**src/rtl/flg_sched_pkg.sv**
```systemverilog
// Shared defaults and state encoding for the flag-match scheduler.
package flg_sched_pkg;

  localparam int DEF_DATA_WIDTH = 32;
  localparam int DEF_ADDR_WIDTH = 5;
  localparam int DEF_BASE_WIDTH = 12;

  typedef enum logic {
    IDLE = 1'b0,
    SCAN = 1'b1
  } state_e;

endpackage

```
**src/rtl/flg_match_find.sv**
```systemverilog
// Combinational lowest-set-bit finder with prefix popcounts of the act/wei flags
// below that bit; clrMask is the one-hot of the found position.
module flg_match_find #(
  parameter int DATA_WIDTH = 32,
  parameter int ADDR_WIDTH = 5
) (
  input  logic [DATA_WIDTH-1:0] matchVec,
  input  logic [DATA_WIDTH-1:0] act,
  input  logic [DATA_WIDTH-1:0] wei,
  output logic [ADDR_WIDTH-1:0] pos,
  output logic [ADDR_WIDTH:0]   offAct,
  output logic [ADDR_WIDTH:0]   offWei,
  output logic [DATA_WIDTH-1:0] clrMask
);

  logic [DATA_WIDTH-1:0] below;

  always_comb begin
    clrMask = matchVec & (~matchVec + DATA_WIDTH'(1));
    // An empty match must yield zero offsets, not a full-word count.
    below   = (matchVec == '0) ? '0 : (clrMask - DATA_WIDTH'(1));
    pos     = '0;
    offAct  = '0;
    offWei  = '0;
    for (int i = 0; i < DATA_WIDTH; i++) begin
      if (clrMask[i]) pos = ADDR_WIDTH'(i);
      offAct = offAct + (ADDR_WIDTH+1)'(act[i] & below[i]);
      offWei = offWei + (ADDR_WIDTH+1)'(wei[i] & below[i]);
    end
  end

endmodule

```
**src/rtl/flg_sched.sv**
```systemverilog
// Scans the AND of two flag words LSB first, emitting one beat per matched
// position with compressed-buffer offsets and running base addresses.
module flg_sched
  import flg_sched_pkg::*;
#(
  parameter int DATA_WIDTH = DEF_DATA_WIDTH,
  parameter int ADDR_WIDTH = DEF_ADDR_WIDTH,
  parameter int BASE_WIDTH = DEF_BASE_WIDTH
) (
  input  logic                  clk,
  input  logic                  rst,
  input  logic                  in_valid,
  output logic                  in_ready,
  input  logic [DATA_WIDTH-1:0] in_flg_act,
  input  logic [DATA_WIDTH-1:0] in_flg_wei,
  input  logic                  clr_base,
  output logic                  out_valid,
  input  logic                  out_ready,
  output logic [ADDR_WIDTH:0]   out_offset_act,
  output logic [ADDR_WIDTH:0]   out_offset_wei,
  output logic [BASE_WIDTH-1:0] out_addr_act,
  output logic [BASE_WIDTH-1:0] out_addr_wei,
  output logic                  out_last,
  output logic                  out_empty,
  output logic                  busy
);

  state_e                state, stateNext;
  logic [DATA_WIDTH-1:0] actQ, weiQ, remQ, remNext, clrMask;
  logic [ADDR_WIDTH-1:0] pos;
  logic [ADDR_WIDTH:0]   offAct, offWei;
  logic [ADDR_WIDTH:0]   cntActQ, cntWeiQ, cntActIn, cntWeiIn;
  logic [BASE_WIDTH-1:0] baseAct, baseWei;
  logic                  scan, accept, lastDone;

  flg_match_find #(
    .DATA_WIDTH(DATA_WIDTH),
    .ADDR_WIDTH(ADDR_WIDTH)
  ) uFind (
    .matchVec(remQ),
    .act     (actQ),
    .wei     (weiQ),
    .pos     (pos),
    .offAct  (offAct),
    .offWei  (offWei),
    .clrMask (clrMask)
  );

  always_ff @(posedge clk or posedge rst) begin
    if (rst) state <= IDLE;
    else     state <= stateNext;
  end

  always_comb begin
    scan      = (state == SCAN);
    out_valid = scan;
    busy      = scan;
    out_empty = scan && (remQ == '0);
    out_last  = scan && ((remQ & ~clrMask) == '0);
    // Accepting alongside the last beat keeps the beat stream gap-free.
    in_ready  = !scan || (out_ready && out_last);
    accept    = in_valid && in_ready;
    lastDone  = scan && out_ready && out_last;
    stateNext = state;
    case (state)
      IDLE:    if (accept) stateNext = SCAN;
      SCAN:    if (lastDone) stateNext = accept ? SCAN : IDLE;
      default: stateNext = IDLE;
    endcase
  end

  always_comb begin
    remNext      = remQ;
    remNext[pos] = 1'b0;
    cntActIn     = '0;
    cntWeiIn     = '0;
    for (int i = 0; i < DATA_WIDTH; i++) begin
      cntActIn = cntActIn + (ADDR_WIDTH+1)'(in_flg_act[i]);
      cntWeiIn = cntWeiIn + (ADDR_WIDTH+1)'(in_flg_wei[i]);
    end
  end

  always_ff @(posedge clk or posedge rst) begin
    if (rst) begin
      actQ    <= '0;
      weiQ    <= '0;
      remQ    <= '0;
      cntActQ <= '0;
      cntWeiQ <= '0;
      baseAct <= '0;
      baseWei <= '0;
    end else begin
      if (accept) begin
        actQ    <= in_flg_act;
        weiQ    <= in_flg_wei;
        remQ    <= in_flg_act & in_flg_wei;
        cntActQ <= cntActIn;
        cntWeiQ <= cntWeiIn;
      end else if (scan && out_ready) begin
        remQ <= remNext;
      end
      // Clear takes priority over the end-of-word advance.
      if (clr_base) begin
        baseAct <= '0;
        baseWei <= '0;
      end else if (lastDone) begin
        baseAct <= baseAct + BASE_WIDTH'(cntActQ);
        baseWei <= baseWei + BASE_WIDTH'(cntWeiQ);
      end
    end
  end

  always_comb begin
    out_offset_act = scan ? offAct : '0;
    out_offset_wei = scan ? offWei : '0;
    out_addr_act   = scan ? (baseAct + BASE_WIDTH'(offAct)) : '0;
    out_addr_wei   = scan ? (baseWei + BASE_WIDTH'(offWei)) : '0;
  end

endmodule

```
**config.mk**
```make
export PLATFORM = sky130hd
export DESIGN_NAME = flg_sched
export DESIGN_NICKNAME = d
export VERILOG_FILES = /design/src/rtl/flg_sched_pkg.sv /design/src/rtl/flg_match_find.sv /design/src/rtl/flg_sched.sv
export SDC_FILE = /design/constraint.sdc
export NUM_CORES = 1
export LEC_CHECK = 0
export CAP_MARGIN = 20
export CORE_MARGIN = 1.5
export CORE_UTILIZATION = 30
export DETAILED_ROUTE_END_ITERATION = 16
export GPL_ROUTABILITY_DRIVEN = 0
export HOLD_SLACK_MARGIN = 0.15
export PLACE_DENSITY = 0.59
export SYNTH_ARGS = -nofsm -noshare
export SYNTH_HDL_FRONTEND = slang
export SYNTH_HIERARCHICAL = 1
export SYNTH_SLANG_ARGS = --single-unit
```
**constraint.sdc**
```tcl
create_clock -name clk -period 11.39 [get_ports clk]
set_input_delay 2.278 -clock clk [delete_from_list [all_inputs] [get_ports clk]]
set_output_delay 2.278 -clock clk [all_outputs]
set_load 0.02 [all_outputs]
```
==> results of run 1 <==
-- what timing repair did --
action	in CTS	in global routing
endpoints found under the setup margin	7	13
buffers inserted	2	5
pin swaps	1	5
resized for setup	0	15
-- cells in the final DEF, fill, tap and decap left out, types with 7 or more instances in the layout --
| master | count |
|---|---|
| or4_1 | 7 |
| a32o_1 | 32 |
| a211oi_1 | 7 |
| a21o_1 | 18 |
| nor3_1 | 16 |
| nand3_1 | 23 |
| nand2b_1 | 40 |
| dfrtp_1 | 130 |
| nor3b_1 | 8 |
| nand3b_1 | 11 |
| nand2_1 | 61 |
| o31ai_1 | 37 |
| and3_1 | 28 |
| clkbuf_16 | 17 |
| buf_4 | 40 |
| nand4_1 | 25 |
| fa_1 | 100 |
| inv_1 | 138 |
| nor4_1 | 18 |
| nor2b_1 | 8 |
| nor2_1 | 72 |
| xnor2_1 | 33 |
| mux2_1 | 72 |
| and2_1 | 55 |
| o21ai_0 | 11 |
| ha_1 | 54 |
| o21bai_1 | 9 |
| a21oi_1 | 46 |
| clkdlybuf4s50_1 | 105 |
-- metrics by stage --
stage	std cells	hold WS [ps]	utilization, %	setup TNS, ps
final	1848	477	36.7	0
after global routing	1848	498	36.7	-151
after CTS	1842	486	36.4	0
after detailed placement	1808	470	34.9	0
after global placement	1808	465	34.9	0
after floorplan	1199	449	-	0
-- routing by layer --
metal | up-vias | routed length [um] | global-route usage, %
met5 | - | 0 | 0
met4 | 0 | 2130 | 10.1
met3 | 131 | 3120 | 4.25
met2 | 492 | 18900 | 33.7
met1 | 4861 | 16500 | 25.8
li1 | 4408 | - | -
-- area by class of cell --
class	count	share of cell area, %
Tap cell	518	4.59
Sequential cell	131	23.2
Inverter	139	3.73
Clock inverter	15	0.876
Timing Repair Buffer	150	10.1
Clock buffer	17	3.01
Multi-Input combinational cell	878	54.5
-- worst max path at each step --
stage / startpoint / depth (start not counted) / end
6_report: remQ[6] / 29 / out_addr_wei[9]
5_1_grt: remQ[22] / 29 / out_addr_wei[9]
3_3_place_gp: remQ[7] / 28 / out_addr_act[10]
4_1_cts: remQ[21] / 29 / out_addr_act[10]
2_1_floorplan: remQ[0] / 29 / out_addr_act[10]
3_5_place_dp: remQ[21] / 28 / out_addr_act[10]
-- worst max-delay path, delay by kind of cell, from the launching register on --
family          cells  cell delay [ps]
simple gates        9             1730
xor+xnor            2              290
flops               1              470
buf+inv             7             1180
fa+ha+maj           9             4290
compound gates      2              390
-- sequential cells by signal, summed over array words and instances (netlist names) --
register and cells:
remQ 32, actQ 31, weiQ 31, baseAct 12, baseWei 12, cntActQ 6
cntWeiQ 6, busy 1
==> metrics, run 1 <==
pre-CTS setup slack=about 400 ps; CP startpoint kind=register; Die H=roughly 200 um; fmax=~90 MHz; gr usage total=between 20% and 30%; routed len/inst=between 20 and 25 um; R2R setup slack=between 6000 and 7000 ps; Die ar.=40300 um2; Final Max Tran Viols=0; MaxCap Viol Count=0; setup ws final=slightly below 300 ps; clock slew at reported path FFs=70 ps; global-route wire length before repair=around 62000 um; Critical Path RT=9110 ps; HP Start=weiQ[6]; largest net degree at the start of global routing=77; Hold Path Depth=1; maximum fanout along the worst path=8; Final period util=a little over nine tenths; hold_buf cts=0; Layout fillers=roughly 3900; area occupied by multi-input gates=between 7000 and 8000 um2; ANT cells=0; Detail Route Antenna Nets=0; RR Endpoint=actQ[8]; DRT Pass-1 Iters=6; clk root buf=clkbuf_16; Initial Utilization=between 30 and 40%; row cnt=72; num ports=between 100 and 150; CP most frequent cell=fa_1; CP Capture Type=primary output; TritonCTS clock tree=done; Final nets=roughly 1500; Clock Sinks=131; cells after synthesis=between 1000 and 1500; Hold Crit Class=reg2reg; clock buffer depth=2; crit path time final=about 11000 ps; DR DRC count=0; initial antenna violation count=1; FF-to-FF path depth=12; core area=38600 um2; WL final=between 40000 and 50000 um; HPWL after detailed placement=approximately 32000 um; RR Startpoint=remQ[12]; via count=between 9000 and 10000; Final Cell Area=14100 um2; worst slew pin tran=approximately 1100 ps; skew final=17.3 ps; max incr delay on CP=590 ps; arrival time worst endpoint=between 8000 and 9000 ps; Vias/cell=5.35; Clock Latency Late Sink=around 450 ps; Placement Cell Area=between 10000 and 15000 um2; RSZ-0062 raised after global routing=yes; Remaining Overflow, GRT=0; status=completed; Die X=201 um; first-iteration detailed-routing DRC count=between 1000 and 1500; share of cells above drive strength 1=under 10%; # setup viols final=0; PortBufs=between 100 and 150; CTS Buf Count=17; Hold Path Sink=weiQ[6]; syn avg cell area=between 9 and 10 um2; synth warn=6; vias in the first global route=approximately 10000; critical path's slowest cell=clkdlybuf4s50_1; Area growth syn-to-layout=20.6%; area of the mapped netlist=roughly 12000 um2; Hold Vio Cnt, Final=0; crit path kind=reg2out; relative slew slack=between 20 and 30%; H-tree depth=4; FF+latch area=between 3000 and 4000 um2
Power of run 1 is not shown: default switching activity piles up to over one toggle a cycle in this logic, so the estimate is an artifact.
==> run 2, diff against run 1 <==
--- a/config.mk
+++ b/config.mk
@@ -5,13 +5,14 @@
 export SDC_FILE = /design/constraint.sdc
 export NUM_CORES = 1
 export LEC_CHECK = 0
+export ABC_AREA = 0
 export CAP_MARGIN = 20
 export CORE_MARGIN = 1.5
 export CORE_UTILIZATION = 30
 export DETAILED_ROUTE_END_ITERATION = 16
 export GPL_ROUTABILITY_DRIVEN = 0
 export HOLD_SLACK_MARGIN = 0.15
-export PLACE_DENSITY = 0.59
+export PLACE_DENSITY_LB_ADDON = 0.3
 export SYNTH_ARGS = -nofsm -noshare
 export SYNTH_HDL_FRONTEND = slang
 export SYNTH_HIERARCHICAL = 1
==> metrics, run 2 (synthesis gave the netlist of run 1 again) <==
DRT Pass-1 Iters=7 (was 6); CP startpoint kind=register (unchanged); RR Startpoint=remQ[8] (was remQ[12]); MaxCap Viol Count=0 (unchanged); Final nets=1539 (was 1540); TritonCTS clock tree=done (unchanged); maximum fanout along the worst path=8 (unchanged); Die H=201 um (unchanged); RR Endpoint=actQ[4] (was actQ[8]); share of cells above drive strength 1=7.83% (was 7.97%); num ports=110 (unchanged); crit path buf inv count=4 (was 7); crit path capture=out_addr_wei[5] (was out_addr_wei[9]); Most flops, register=remQ (unchanged); HPWL after detailed placement=31800 um (was 31600 um); CTS Buf Count=17 (unchanged); DR DRC count=0 (unchanged); max incr delay on CP=1000 ps (was 590 ps); Area growth syn-to-layout=21.2% (was 20.6%); Crit path max-delay family=adder cells (unchanged); crit path kind=reg2out (unchanged); R2R setup slack=6140 ps (was 6270 ps); status=completed (unchanged); Clock Latency Late Sink=440 ps (was 450 ps); clock slew at reported path FFs=60 ps (was 70 ps); clock buffer depth=2 (unchanged); first-iteration detailed-routing DRC count=1225 (was 1020); clk root buf=clkbuf_16 (unchanged); crit path time final=11030 ps (was 11090 ps); routed len/inst=21.8 um (was 22.0 um); Placement Cell Area=13500 um2 (about the same); vias in the first global route=10100 (about the same); relative slew slack=23.7% (was 28.7%); via count=9925 (was 9892); core area=38600 um2 (unchanged); most frequent cells in the layout=inv_1 (138), dfrtp_1 (131), clkdlybuf4s50_1 (101) (was inv_1 (138), dfrtp_1 (130), clkdlybuf4s50_1 (105)); PortBufs=109 (unchanged); Final Max Tran Viols=0 (unchanged); FF-to-FF path depth=11 (was 12); Remaining Overflow, GRT=0 (unchanged); critical path depth=23 (was 29); most common cell after layout, fill and taps aside=inv_1 (unchanged); gr usage total=20.3% (was 20.6%); largest net degree at the start of global routing=76 (was 77); Die ar.=40300 um2 (unchanged); WL final=40300 um (was 40600 um); Initial Utilization=30.4% (unchanged); top flop regs=remQ: 32 flops, actQ: 31 flops, weiQ: 31 flops (unchanged); critical path's slowest cell=nor4_1 (was clkdlybuf4s50_1); max reg flops=32 (unchanged); fmax=90.7 MHz (was 90.1 MHz); Final Cell Area=14200 um2 (was 14100 um2); Final period util=96.8% (was 97.4%); Vias/cell=5.38 (was 5.35); H-tree depth=4 (unchanged); initial antenna violation count=0 (was 1); global-route wire length before repair=61800 um (was 62300 um); # setup viols final=0 (unchanged); worst slew pin tran=1130 ps (was 1070 ps); Clock Sinks=131 (unchanged); Detail Route Antenna Nets=0 (unchanged); Critical Path RT=9110 ps (about the same); CP most frequent cell=fa_1 (unchanged); Hold Crit Class=reg2reg (unchanged); Hold Vio Cnt, Final=0 (unchanged); Die X=201 um (unchanged); CP Capture Type=primary output (unchanged); row cnt=72 (unchanged); ANT cells=0 (unchanged); crit path cell chain=nor4_4 -> nand4_4 -> nor4_1 -> and3_1 -> nand2_1 -> fa_1 -> inv_1 -> fa_1 -> inv_1 -> fa_1 -> fa_1 -> inv_1 -> fa_1 -> fa_1 -> fa_1 -> ha_1 -> a21o_1 -> a21oi_2 -> o21bai_1 -> a21oi_1 -> xnor2_1 -> and2_1 -> clkdlybuf4s50_1; skew final=14.3 ps (was 17.3 ps); arrival time worst endpoint=8750 ps (was 8820 ps); crit path from=remQ[8] (was remQ[6])
==> run 2: final cells by class <==
cell class | count | area (um2)
clock buffer | 19 | 443
fill | 3924 | 24400
tap | 518 | 648
sequential | 131 | 3280
multi-input combinational | 878 | 7720
clock inverter | 12 | 155
timing repair buffer | 149 | 1430
inverter | 139 | 527
==> run 2: metrics by stage <==
stage | std cells | setup slack [ps] | utilization, % | setup TNS (ps) | hold slack (ps)
CTS | 1841 | 21.0 | 36.6 | 0 | 486
finish | 1846 | 360 | 36.8 | 0 | 481
global placement | 1806 | 454 | 34.9 | 0 | 469
detailed placement | 1807 | 263 | 34.9 | 0 | 473
global route | 1846 | -5.18 | 36.8 | -5.18 | 502
floorplan | 1199 | 1480 | - | 0 | 449
==> run 2: worst min path at each step <==
stage | start | endpoint | slack [ps] | cells past startpoint
floorplan | actQ[2] | actQ[2] | 450 | 1
global placement | actQ[9] | actQ[9] | 470 | 1
detailed placement | actQ[2] | actQ[2] | 470 | 1
CTS | actQ[2] | actQ[2] | 490 | 1
global route | actQ[15] | actQ[15] | 500 | 1
finish | actQ[2] | actQ[2] | 480 | 1
==> run 2: per-layer routing <==
metal	wire length [um]	up-vias	global-route usage, %
met3	2560	97	3.33
met2	18900	465	33.4
met1	17200	4945	26.5
met5	0	-	0
li1	-	4418	-
met4	1670	0	8.78
==> run 2: worst register-to-register path: cells and delay by family, from the launching register on <==
kind                   cells  cell delay [ps]
buffers and inverters      1              860
DFF                        1              470
muxes                      1              450
and+or+nand+nor            9             3340
==> run 2: what timing repair did <==
action                     in CTS  in global routing
hold buffers                    0                  0
buffers inserted                3                  5
setup endpoints to repair      11                 16
gates resized for setup         0                 21
pin swaps                       1                  5
cloned                          0                  0
Power of run 2 is left out for the same reason.
==> run 3, diff against run 2 <==
--- a/config.mk
+++ b/config.mk
@@ -9,6 +9,7 @@
 export CAP_MARGIN = 20
 export CORE_MARGIN = 1.5
 export CORE_UTILIZATION = 30
+export CTS_CLUSTER_SIZE = 14
 export DETAILED_ROUTE_END_ITERATION = 16
 export GPL_ROUTABILITY_DRIVEN = 0
 export HOLD_SLACK_MARGIN = 0.15
==> results of run 3 <==
No change in the layout: final DEF, timing and power equal those of run 2.
Power of run 3 is left out for the same reason.
